<file path="src/rtl/dma_priority_arbiter.sv">
// DMA channel request arbiter: synchronises DREQ, qualifies requests, runs the hold-request
// handshake and drives DACK. Define ROTATING_PRIORITY_EN to honour PriorityRotate (otherwise fixed priority).
module dma_priority_arbiter #(
    parameter int DREQ_SYNC_STAGES = 2
) (
    input  logic       CLK,
    input  logic       RESET,
    input  logic [3:0] DREQ,
    input  logic       DREQSense,
    input  logic       DACKSense,
    input  logic       ControllerDisable,
    input  logic       PriorityRotate,
    input  logic [3:0] MaskBits,
    input  logic [3:0] SoftRequest,
    input  logic       HLDA,
    input  logic       ServiceDone,
    output logic       HRQ,
    output logic [3:0] DACK,
    output logic       Grant,
    output logic [1:0] ActiveChannel,
    output logic [3:0] RequestStatus
);

    typedef enum logic [1:0] {IDLE, REQ, GRANT} state_t;

    state_t     state;
    logic [3:0] sync_q [DREQ_SYNC_STAGES];
    logic [3:0] eff_req;
    logic [1:0] base;
    logic [1:0] winner;

    always_ff @(posedge CLK or posedge RESET) begin
        if (RESET) begin
            for (int s = 0; s < DREQ_SYNC_STAGES; s++) sync_q[s] <= '0;
        end else begin
            sync_q[0] <= DREQ;
            for (int s = 1; s < DREQ_SYNC_STAGES; s++) sync_q[s] <= sync_q[s-1];
        end
    end

    assign eff_req = ControllerDisable ? 4'b0000
                   : (((sync_q[DREQ_SYNC_STAGES-1] ^ {4{DREQSense}}) & ~MaskBits) | SoftRequest);

    always_ff @(posedge CLK or posedge RESET) begin
        if (RESET) RequestStatus <= '0;
        else       RequestStatus <= eff_req;
    end

`ifdef ROTATING_PRIORITY_EN
    logic [1:0] ptr;

    // Pointer advances on every completed service, even one ended together with HLDA falling.
    always_ff @(posedge CLK or posedge RESET) begin
        if (RESET)                             ptr <= 2'd0;
        else if (state == GRANT && ServiceDone) ptr <= ActiveChannel + 2'd1;
    end

    assign base = PriorityRotate ? ptr : 2'd0;
`else
    logic unused_rotate;
    assign unused_rotate = PriorityRotate;
    assign base          = 2'd0;
`endif

    // Scan from the lowest-priority slot upward so the highest-priority requester wins.
    function automatic logic [1:0] pick_first(input logic [3:0] r, input logic [1:0] b);
        logic [1:0] idx;
        pick_first = b;
        for (int k = 3; k >= 0; k--) begin
            idx = b + 2'(k);
            if (r[idx]) pick_first = idx;
        end
    endfunction

    assign winner = pick_first(eff_req, base);

    always_ff @(posedge CLK or posedge RESET) begin
        if (RESET) begin
            state         <= IDLE;
            HRQ           <= 1'b0;
            Grant         <= 1'b0;
            ActiveChannel <= 2'd0;
        end else begin
            case (state)
                IDLE: begin
                    if (|eff_req) begin
                        state <= REQ;
                        HRQ   <= 1'b1;
                    end
                end
                REQ: begin
                    if (HLDA && (|eff_req)) begin
                        state         <= GRANT;
                        Grant         <= 1'b1;
                        ActiveChannel <= winner;
                    end else if (!(|eff_req)) begin
                        state <= IDLE;
                        HRQ   <= 1'b0;
                    end
                end
                GRANT: begin
                    if (ServiceDone || !HLDA) begin
                        state <= IDLE;
                        HRQ   <= 1'b0;
                        Grant <= 1'b0;
                    end
                end
                default: begin
                    state <= IDLE;
                    HRQ   <= 1'b0;
                    Grant <= 1'b0;
                end
            endcase
        end
    end

    always_comb begin
        DACK = {4{~DACKSense}};
        if (Grant) DACK[ActiveChannel] = DACKSense;
    end

endmodule

</file>
<file path="config.mk">
export PLATFORM = sky130hd
export DESIGN_NAME = dma_priority_arbiter
export DESIGN_NICKNAME = d
export VERILOG_FILES = /design/src/rtl/dma_priority_arbiter.sv
export SDC_FILE = /design/constraint.sdc
export NUM_CORES = 1
export LEC_CHECK = 0
export BUFFER_PORTS_ARGS = -buffer_cell sky130_fd_sc_hd__buf_2
export CORE_MARGIN = 3
export CORE_UTILIZATION = 40
export DETAILED_ROUTE_END_ITERATION = 8
export PLACE_DENSITY = 0.72
export REMOVE_ABC_BUFFERS = 1
export SYNTH_ARGS = -nofsm -noshare
export SYNTH_HDL_FRONTEND = slang
export SYNTH_SLANG_ARGS = --single-unit
</file>
<file path="constraint.sdc">
create_clock -name CLK -period 1.6 [get_ports CLK]
set_input_delay 0.08 -clock CLK [delete_from_list [all_inputs] [get_ports CLK]]
set_output_delay 0.08 -clock CLK [all_outputs]
set_load 0.005 [all_outputs]
</file>
# After elaboration in Yosys (flattened, before gate mapping)
# Index checks and enable logic that the tools add are counted.
# classes
n_bitwise	6
order_cmp	2
reduce_logical	10
muxes	21
n_eq_ne	8
# ops
operator	n
$mux W2	8
$ne A2 B2 Y1 const B	5
$mux W4	2
$mux W1	6
$pmux W1 S3	2
$pmux W2 S3	1
$reduce_and A3 Y1	2
$and A4 B4 Y4	1
$bwmux W4	1
$not A4 Y4	1
$or A4 B4 Y4	1
$reduce_and A4 Y1	1
$reduce_or A4 Y1	1
$xor A4 B4 Y4	1
$lt A2 B3 Y1 const B	1
$ne A3 B3 Y1 const B	1
$demux W1 S2	1
$eq A2 B1 Y1 const B	1
$eq A2 B2 Y1 const B	1
$ge A2 B1 Y1 const B	1
$logic_and A1 B1 Y1	2
$logic_not A2 Y1	1
$not A1 Y1	2
$reduce_and A2 Y1	1
other kinds (2)	2
# word_totals
wordCells	54
regBits	18
out_inout_bits	12
in_bits	20

# Longest topological paths before layout
# Gate-level depths: netlist of the first run.
# depth
word_depth	8
mapped_depth	5
depth_no_buf	5

# Least setup slack after synthesis of the first run
# Ideal clock, no wire load.
# synth_timing
kind	register to register
start	register sync_q[0] in the netlist's numbering
end	register HRQ
stages_incl_launch_ff	6
n_path_buf	0
synth_period_minus_slack_ns	1.586
required_ns	1.464
slack_ns	0.014
setup_ns	0.136
arrival_time_ns	1.450
cell_sequence	dfrtp_1 > xor2_1 > a22o_4 > o41ai_4 > a21boi_1 > o22ai_1
# synth_between
elab_chain_cells	8
word_cells_on_any_way	10
cone_classes	eq/ne (3); mux (1); bitwise (3); reduce/logical (3)
# synth_lines
item	line	source
from (decl)	27	logic [3:0] sync_q [DREQ_SYNC_STAGES];
$xor A4 B4 Y4 *	42	: (((sync_q[DREQ_SYNC_STAGES-1] ^ {4{DREQSense}}) & ~MaskBits) | SoftRequest);
$and A4 B4 Y4 *	42	
$or A4 B4 Y4 *	42	
$mux W4 *	41	assign eff_req = ControllerDisable ? 4'b0000
named net eff_req[0]	28	logic [3:0] eff_req;
$reduce_or A4 Y1 *	86, 92, 96	
$logic_and A1 B1 Y1	92	if (HLDA && (|eff_req)) begin
$ne A2 B2 Y1 (no source line)	--	
$reduce_and A4 Y1 (no source line) *	--	
to (signal assigned)	88	HRQ <= 1'b1;
to (signal assigned)	98	HRQ <= 1'b0;
to (signal assigned)	104	HRQ <= 1'b0;
to (decl)	17	output logic HRQ,
# The timed path passes the listed nets; every way through them passes the cells marked *.
# A chain may end at the register's enable or synchronous reset.

# Final worst setup path of the first run
# layout_timing
start	register sync_q[2] in the netlist's numbering
end	register HRQ
# Same word-level chain as after synthesis.

==> flow_summary.json, run 1 <==
{
  "clock_latency_ns": 0.30,
  "grt_max_degree": 19,
  "gp_congestion": 0.7351,
  "wl_um": 1467,
  "grt_remaining_overflow": 0,
  "crit_buf_inv": 0,
  "mostFrequentLayoutCell": "buf_2",
  "finalHoldViolations": 0,
  "routed-via-count": 616,
  "regToRegStartpoint": "sync_q[2]$_DFF_PP0_",
  "r2r_slack_ns": -0.02,
  "maxCapViolations": 0,
  "cts_tree": "built",
  "routedWlPerCell_um": 11.11,
  "preCtsSetupSlack_ns": -0.02563,
  "path_cells": "xor2_1 > a22o_1 > o41ai_4 > a21boi_2 > o22ai_1",
  "portBuffers": 30,
  "rsz0062_at_grt": "true",
  "io_pins": 32,
  "cts-root-buf": "clkbuf_4",
  "hold_ws_ns": 0.1058,
  "clkTransAtPathRegs_ns": 0.10,
  "synth_top_area_frac": 0.6020,
  "first_global_vias": 637,
  "drive_gt1_frac": 0.4206,
  "area_growth_pct": 45.15,
  "power.total_mw": 1.312,
  "status": "finished with violations",
  "violations": "setup timing",
  "grt_pass1_wl_um": 2435,
  "fill_cells": 136,
  "fmax_ghz": 0.6179,
  "via_per_inst": 4.667,
  "placedCellCount": 120,
  "ant_nets": 0,
  "first_pass_iters": 4,
  "critPathKind": "flop to flop",
  "slowest_delay_ns": 0.43,
  "slew_viol_final": 0,
  "critical_path.top_delay_family": "compound AO/OA/AOI/OAI gates",
  "power_density_mw_per_mm2": 1208,
  "critical_path_arrival_ns": 1.80,
  "htree_levels": 1,
  "layout_common_cells": "buf_2, dfrtp_1, nor2_1",
  "nets": 128,
  "fin_skew_ns": 0.002634,
  "antenna_cells": 0,
  "ir_drop_uv": 712.9,
  "yosysSeqAreaShare": 0.6020,
  "regArea_um2": 450.4,
  "floorplan.initialDensity": 0.4287,
  "layout_min_cycle_time_ns": 1.619,
  "fp.dieArea_mm2": 0.002426,
  "timing.final.ws_setup_ns": -0.01850,
  "ys_ff_latch": 18,
  "synth_area_leaders": "dfrtp_1, xor2_1, o41ai_4",
  "critPathMaxFanout": 4,
  "syn_area_um2": 748.2,
  "synthCells": 61,
  "drtIter0Drc": 5,
  "relSlewSlack": 0.5868,
  "leakagePower_nw": 0.5444,
  "fp.dieH_um": 49.25,
  "period_share": 1.012,
  "reg2reg_depth": 5,
  "crit_path_end_kind": "flop",
  "multiInputGateArea_um2": 294.0,
  "cts_buffers": 3,
  "synth.avg_cell_area_um2": 12.27,
  "tightest_slew_ns": 0.6191,
  "holdPathEnd": "state[1]$_DFFE_PP0P_",
  "r2r_end": "HRQ$_DFFE_PP0P_",
  "fin_cells": 132,
  "hp-class": "input port to flop",
  "gr-usage-all-layers": 0.1343,
  "clockBufferDepth": 2,
  "grt_antenna_before_repair": 0,
  "worstHoldStart": "ServiceDone",
  "yosysWarnings": 0,
  "synth_top_cell_by_area": "dfrtp_1",
  "critPathLaunchType": "flop",
  "num_rows": 15,
  "crit_path_top_delay_cell": "o41ai_4",
  "route.detailed.drc": 0,
  "coreArea_mm2": 0.001745,
  "whs_path_depth": 3,
  "die_w_um": 49.25,
  "clock-sinks": 18,
  "synthDistinctLibCells": 21,
  "setup_viol": 1,
  "worst_ep_required_time_ns": 1.79
}
==> synthesized netlist by cell type <==
library cell and number:
o32a_1 1, xor2_1 6, nor2_1 7, o21ai_0 2, o41ai_4 1, nand2b_1 1, o41ai_1 1, a21o_1 1
nor3b_1 1, a21oi_1 3, nand3b_1 1, inv_1 5, o32ai_1 1, a21boi_1 1, nand3_1 1, o22ai_1 1
dfrtp_1 18, nand2_1 3, a22o_4 1, a22o_1 3, xnor2_1 2
==> metal layers <==
layer	share of wire	up-vias	GRT usage
li1	-	302	-
met1	0.38	285	0.1304
met2	0.52	24	0.2478
met3	0.071	5	0.02446
met4	0.033	0	0.09953
met5	0	-	0
==> timing repair <==
| item | CTS | global route |
|---|---|---|
| setup endpoints to repair | 3 | 6 |
| pin swaps | 2 | 2 |
| endpoints found under the hold margin | 23 | 0 |
| resized for setup | 1 | 3 |
| hold buffers | 6 | 0 |
| buffers inserted | 0 | 2 |
==> kinds of logic (layout without fill, tap and decap cells) <==
| group | Yosys count | count (layout) | share of synthesized area |
|---|---|---|---|
| buffers and inverters | 5 | 51 | 0.02509 |
| and+or+nand+nor | 14 | 14 | 0.08530 |
| AOI/OAI and AO/OA | 16 | 16 | 0.1940 |
| xor gates and xnor gates | 8 | 8 | 0.09365 |
| DFF | 18 | 18 | 0.6020 |
==> report_power, final <==
group | switching [mW] | leakage, nW | internal (mW)
Clock | 0.137 | 0.0210 | 0.139
Combinational | 0.181 | 0.309 | 0.239
Sequential | 0.0809 | 0.214 | 0.535
Total | 0.399 | 0.544 | 0.913
==> registers in the layout, indices dropped and copies added (netlist names) <==
name and count:
ActiveChannel 2, state 2, HRQ 1, sync_q 8, Grant 1, RequestStatus 4
==> area by class of cell <==
class / instances / share of cell area
tap: 25 / 0.02880
timing repair buffer: 42 / 0.2350
inverter: 5 / 0.01728
multi-input combinational: 38 / 0.2707
sequential: 18 / 0.4147
clock buffer: 4 / 0.03341
==> how the worst max path moves through the flow <==
stage	start	slack [ns]	cells after the start	to
after floorplan	sync_q[0]$_DFF_PP0_	0.01	5	HRQ$_DFFE_PP0P_
after global placement	sync_q[0]$_DFF_PP0_	0.002	5	HRQ$_DFFE_PP0P_
after detailed placement	sync_q[0]$_DFF_PP0_	-0.03	5	HRQ$_DFFE_PP0P_
after CTS	sync_q[0]$_DFF_PP0_	-0.04	5	HRQ$_DFFE_PP0P_
after global routing	sync_q[2]$_DFF_PP0_	-0.14	5	HRQ$_DFFE_PP0P_
final	sync_q[2]$_DFF_PP0_	-0.02	5	HRQ$_DFFE_PP0P_
==> worst reg2reg max path, delay by kind of cell (launching register included) <==
family / cells / cell delay, ns
DFF: 1 / 0.39
AOI/OAI and AO/OA: 4 / 0.96
xor gates and xnor gates: 1 / 0.16
==> per-stage QoR <==
stage	utilization	setup TNS, ns	instance area (µm²)
6_report	0.6222	-0.01850	1086
5_1_grt	0.6222	-0.5068	1086
4_1_cts	0.6072	-0.04309	1060
3_5_place_dp	0.5498	-0.03601	959.7
3_3_place_gp	0.5498	0	959.7
2_1_floorplan	-	0	748.2
Power figures use the tool's default switching activity.
==> run 2, diff against run 1 <==
--- a/config.mk
+++ b/config.mk
@@ -6,8 +6,7 @@
 export NUM_CORES = 1
 export LEC_CHECK = 0
 export BUFFER_PORTS_ARGS = -buffer_cell sky130_fd_sc_hd__buf_2
-export CORE_MARGIN = 3
-export CORE_UTILIZATION = 40
+export CORE_UTILIZATION = 42
 export DETAILED_ROUTE_END_ITERATION = 8
 export PLACE_DENSITY = 0.72
 export REMOVE_ABC_BUFFERS = 1
==> constraint.sdc (replaced) <==
create_clock -name CLK -period 1.8 [get_ports CLK]
set_input_delay 0.09 -clock CLK [delete_from_list [all_inputs] [get_ports CLK]]
set_output_delay 0.09 -clock CLK [all_outputs]
set_load 0.005 [all_outputs]
==> flow_summary.json, run 2 (synthesis results as in run 1) <==
{
  "ant_nets": 0,
  "antenna_cells": 0,
  "path_cells": "xor2_1 > a22o_4 > o41ai_4 > a21boi_1 > o22ai_1",
  "slowest_delay_ns": 0.44,
  "drive_gt1_frac": 0.3627,
  "regArea_um2": 450.4,
  "slew_viol_final": 0,
  "cts_tree": "built",
  "regMostFlops": "sync_q",
  "first_pass_iters": 4,
  "clkTransAtPathRegs_ns": 0.10,
  "fp.dieH_um": 44.21,
  "clock_latency_ns": 0.29,
  "layout_common_cells": "buf_2, dfrtp_1, nor2_1",
  "nets": 123,
  "holdBufCountCts": 6,
  "rsz0062_at_grt": "false",
  "coreArea_mm2": 0.001577,
  "floorplan.initialDensity": 0.4746,
  "critPathMaxFanout": 5,
  "grt_pass1_wl_um": 2235,
  "power_density_mw_per_mm2": 1106,
  "gr-usage-all-layers": 0.1602,
  "crit_path_top_delay_cell": "o41ai_4",
  "cts-root-buf": "clkbuf_4",
  "largest_register_ffs": 8,
  "layout_min_cycle_time_ns": 1.645,
  "io_pins": 32,
  "fin_cells": 118,
  "placedCellCount": 108,
  "period_share": 0.9140,
  "fill_cells": 127,
  "setup_tns_ns": 0,
  "grt_remaining_overflow": 0,
  "critPathKind": "flop to flop",
  "portBuffers": 30,
  "relSlewSlack": 0.5719,
  "drtIter0Drc": 8,
  "routedWlPerCell_um": 11.51,
  "clockBufferDepth": 2,
  "setup_viol": 0,
  "die_w_um": 44.21,
  "crit_path_end_kind": "flop",
  "hp-class": "input port to flop",
  "tightest_slew_ns": 0.6414,
  "maxCapViolations": 0,
  "route.met2.wl_um": 694,
  "dp_hpwl_um": 1031,
  "multiInputGateArea_um2": 279.0,
  "clock-sinks": 18,
  "grt_antenna_before_repair": 0,
  "critPathLaunchType": "flop",
  "gp_congestion": 0.6960,
  "route.met3.wl_um": 87,
  "grt_max_degree": 19,
  "cts_buffers": 3,
  "worst_ep_required_time_ns": 1.98,
  "leakagePower_nw": 0.5140,
  "mostFrequentLayoutCell": "buf_2",
  "routed-via-count": 598,
  "routed.top_layer": "met4",
  "post_cts_buffers": 0,
  "fp.dieArea_mm2": 0.001954,
  "cts_resized": 0,
  "wl_met1_um": 566,
  "status": "complete, no violations",
  "critical_path_arrival_ns": 1.83,
  "area_growth_pct": 36.62,
  "reg_top3": "sync_q: 8 flops, RequestStatus: 4 flops",
  "wl_um": 1358,
  "htree_levels": 1,
  "first_global_vias": 561,
  "via_per_inst": 5.068,
  "fmax_ghz": 0.6078,
  "num_rows": 14,
  "route.detailed.drc": 0,
  "finalHoldViolations": 0,
  "ir_drop_uv": 732.3,
  "fin_skew_ns": 0.001158
}
## run 2: cell types whose count changed in the layout (fill, tap and decap cells not counted), sizes merged
cell,delta
buf,-5
## run 2: per-stage QoR
step / area (µm²) / setup WS, ns / utilization / hold slack (ns) / power, mW
after detailed placement: 925.9 / 0.1719 / 0.5873 / 0.1997 / 0.8901
after CTS: 1022 / 0.1482 / 0.6484 / 0.06159 / 1.145
after floorplan: 748.2 / 0.2140 / - / 0.02857 / 0.7342
final: 1022 / 0.1548 / 0.6484 / 0.06833 / 1.131
after global routing: 1022 / 0.06359 / 0.6484 / 0.06500 / 1.206
after global placement: 925.9 / 0.1875 / 0.5873 / 0.1950 / 0.8744
## run 2: routing by layer
| layer | up-vias | global-route usage |
|---|---|---|
| met4 | 0 | 0.03636 |
| li1 | 294 | - |
| met1 | 282 | 0.1835 |
| met5 | - | 0 |
| met2 | 20 | 0.2735 |
| met3 | 2 | 0.07347 |
## run 2: where the power goes
part | internal (mW) | leakage [nW] | switching, mW
registers | 0.475 | 0.214 | 0.0714
logic | 0.188 | 0.279 | 0.153
clock network | 0.123 | 0.0210 | 0.120
total | 0.786 | 0.514 | 0.344
## run 2: cell type report
| cell class | instances | share of cell area |
|---|---|---|
| Multi-Input combinational cell | 38 | 0.2730 |
| Sequential cell | 18 | 0.4406 |
| Timing Repair Buffer | 37 | 0.2130 |
| Inverter | 5 | 0.01836 |
| Clock buffer | 4 | 0.03550 |
| Tap cell | 16 | 0.01958 |
## run 2: final timing paths
| path | cells after the start | slack [ns] | startpoint | end |
|---|---|---|---|---|
| min in group asynchronous | 3 | 0.42 | RESET | sync_q[2]$_DFF_PP0_ |
| min reg2reg | 0 | 0.35 | sync_q[6]$_DFF_PP0_ | sync_q[2]$_DFF_PP0_ |
| max reg2reg | 5 | 0.15 | sync_q[0]$_DFF_PP0_ | HRQ$_DFFE_PP0P_ |
| min | 2 | 0.07 | SoftRequest[0] | RequestStatus[0]$_DFF_PP0_ |
| max in group asynchronous | 3 | 0.97 | RESET | ActiveChannel[0]$_DFFE_PP0P_ |
| max | 5 | 0.15 | sync_q[0]$_DFF_PP0_ | HRQ$_DFFE_PP0P_ |
## run 2: worst max-delay path, delay by kind of cell (launching register included)
kind / cells / cell delay (ns)
xor gates and xnor gates: 1 / 0.15
AOI/OAI and AO/OA: 4 / 0.99
DFF: 1 / 0.38
==> run 3, diff against run 2 <==
--- a/config.mk
+++ b/config.mk
@@ -8,6 +8,7 @@
 export BUFFER_PORTS_ARGS = -buffer_cell sky130_fd_sc_hd__buf_2
 export CORE_UTILIZATION = 42
 export DETAILED_ROUTE_END_ITERATION = 8
+export MAX_ROUTING_LAYER = met4
 export PLACE_DENSITY = 0.72
 export REMOVE_ABC_BUFFERS = 1
 export SYNTH_ARGS = -nofsm -noshare
==> flow_summary.json, run 3 (synthesis results as in run 1) <==
{
  "setup_viol": 0,
  "route.met3.wl_um": 86,
  "grt_remaining_overflow": 0,
  "p_sw_frac": 0.3038,
  "num_rows": 14,
  "routedWlPerCell_um": 11.47,
  "gr-usage-all-layers": 0.1652,
  "grt_antenna_before_repair": 0,
  "ir_drop_uv": 729.3,
  "floorplan.initialDensity": 0.4746,
  "clockBufferDepth": 2,
  "via_per_inst": 5.068,
  "critical_path_arrival_ns": 1.82,
  "status": "complete, no violations",
  "dpl-instance-area_um2": 925.9,
  "fp.dieArea_mm2": 0.001954,
  "route.met2.wl_um": 689,
  "route.detailed.drc": 0,
  "cts_resized": 0,
  "slowest_delay_ns": 0.44,
  "critical_path.top_delay_family": "compound AO/OA/AOI/OAI gates",
  "largest_register_ffs": 8,
  "finalHoldViolations": 0,
  "critPathKind": "flop to flop",
  "period_share": 0.9127,
  "drtIter0Drc": 8,
  "setup_tns_ns": 0,
  "post_cts_buffers": 0,
  "hp-class": "input port to flop",
  "layout_min_cycle_time_ns": 1.643,
  "crit_path_top_delay_cell": "o41ai_4",
  "reg_top3": "sync_q: 8 flops, RequestStatus: 4 flops",
  "wl_um": 1354,
  "clkTransAtPathRegs_ns": 0.10,
  "area_growth_pct": 36.62,
  "nets": 123,
  "io_pins": 32,
  "rsz0062_at_grt": "false",
  "antenna_cells": 0,
  "grt_max_degree": 19,
  "die_w_um": 44.21,
  "relSlewSlack": 0.5724,
  "placedCellCount": 108,
  "wl_met1_um": 559,
  "routed-via-count": 598,
  "layout_common_cells": "buf_2, dfrtp_1, nor2_1",
  "crit_buf_inv": 0,
  "power_frac_clock": 0.215,
  "holdBufCountCts": 6,
  "r2r_slack_ns": 0.16,
  "tightest_slew_ns": 0.6407,
  "dp_hpwl_um": 1031,
  "routed.top_layer": "met4",
  "coreArea_mm2": 0.001577,
  "mostFrequentLayoutCell": "buf_2",
  "crit_path_end_kind": "flop",
  "clock_latency_ns": 0.29,
  "cts-root-buf": "clkbuf_4",
  "critPathLaunchType": "flop",
  "fp.dieH_um": 44.21,
  "gp_congestion": 0.7035,
  "fin_skew_ns": 0.001413,
  "p_seq_frac": 0.484,
  "worst_ep_required_time_ns": 1.98,
  "p_int_mw": 0.7863,
  "cts_buffers": 3,
  "power_frac_comb": 0.301,
  "fmax_ghz": 0.6087,
  "fin_cells": 118,
  "portBuffers": 30,
  "grt_pass1_wl_um": 2228,
  "drive_gt1_frac": 0.3627,
  "ant_nets": 0,
  "leakagePower_nw": 0.5140,
  "path_cells": "xor2_1 > a22o_4 > o41ai_4 > a21boi_1 > o22ai_1",
  "finalInstanceArea_mm2": 0.001022,
  "p_sw_mw": 0.3431,
  "regMostFlops": "sync_q",
  "clock-sinks": 18,
  "cts_tree": "built",
  "power_density_mw_per_mm2": 1105,
  "critPathMaxFanout": 5,
  "maxCapViolations": 0,
  "slew_viol_final": 0,
  "htree_levels": 1,
  "first_global_vias": 561,
  "first_pass_iters": 4
}
## run 3: through the flow
step           setup slack (ns)  utilization  power [mW]  hold slack, ns
2_1_floorplan            0.2140            -      0.7342         0.02857
3_3_place_gp             0.1875       0.5873      0.8744          0.1950
3_5_place_dp             0.1719       0.5873      0.8901          0.1997
4_1_cts                  0.1482       0.6484       1.145         0.06159
5_1_grt                 0.06359       0.6484       1.206         0.06499
6_report                 0.1572       0.6484       1.129         0.06807
## run 3: power by group through the flow
stage	clock network, mW	registers (mW)	logic, mW
2_1_floorplan	0	0.549	0.185
3_3_place_gp	0	0.551	0.323
3_5_place_dp	0	0.557	0.333
4_1_cts	0.252	0.548	0.345
5_1_grt	0.265	0.563	0.378
6_report	0.243	0.546	0.340
## run 3: final cells by class
class | count | area (µm²)
clock buffer | 4 | 36.28
timing repair buffer | 37 | 217.7
sequential | 18 | 450.4
multi-input combinational | 38 | 279.0
inverter | 5 | 18.77
tap | 16 | 20.02
fill | 127 | 554.3
## run 3: worst reg2reg max path, cell delays in order, from the launching register on
cell and delay (ns):
dfrtp_1 0.38, xor2_1 0.16, a22o_4 0.25, o41ai_4 0.44, a21boi_1 0.21, o22ai_1 0.09
## run 3: per-layer routing
layer  vias up  track usage
li1        294            -
met1       279       0.1835
met2        21       0.2735
met3         4      0.07347
met4         0      0.03636
met5         -            -
## run 3: final timing paths
check / startpoint / to / depth (start not counted)
setup / recovery: sync_q[0]$_DFF_PP0_ / HRQ$_DFFE_PP0P_ / 5
max in group asynchronous: RESET / state[1]$_DFFE_PP0P_ / 3
setup reg to reg: sync_q[0]$_DFF_PP0_ / HRQ$_DFFE_PP0P_ / 5
min in group asynchronous: RESET / sync_q[2]$_DFF_PP0_ / 3
hold / removal: SoftRequest[0] / RequestStatus[0]$_DFF_PP0_ / 2
hold reg to reg: sync_q[6]$_DFF_PP0_ / sync_q[2]$_DFF_PP0_ / 0
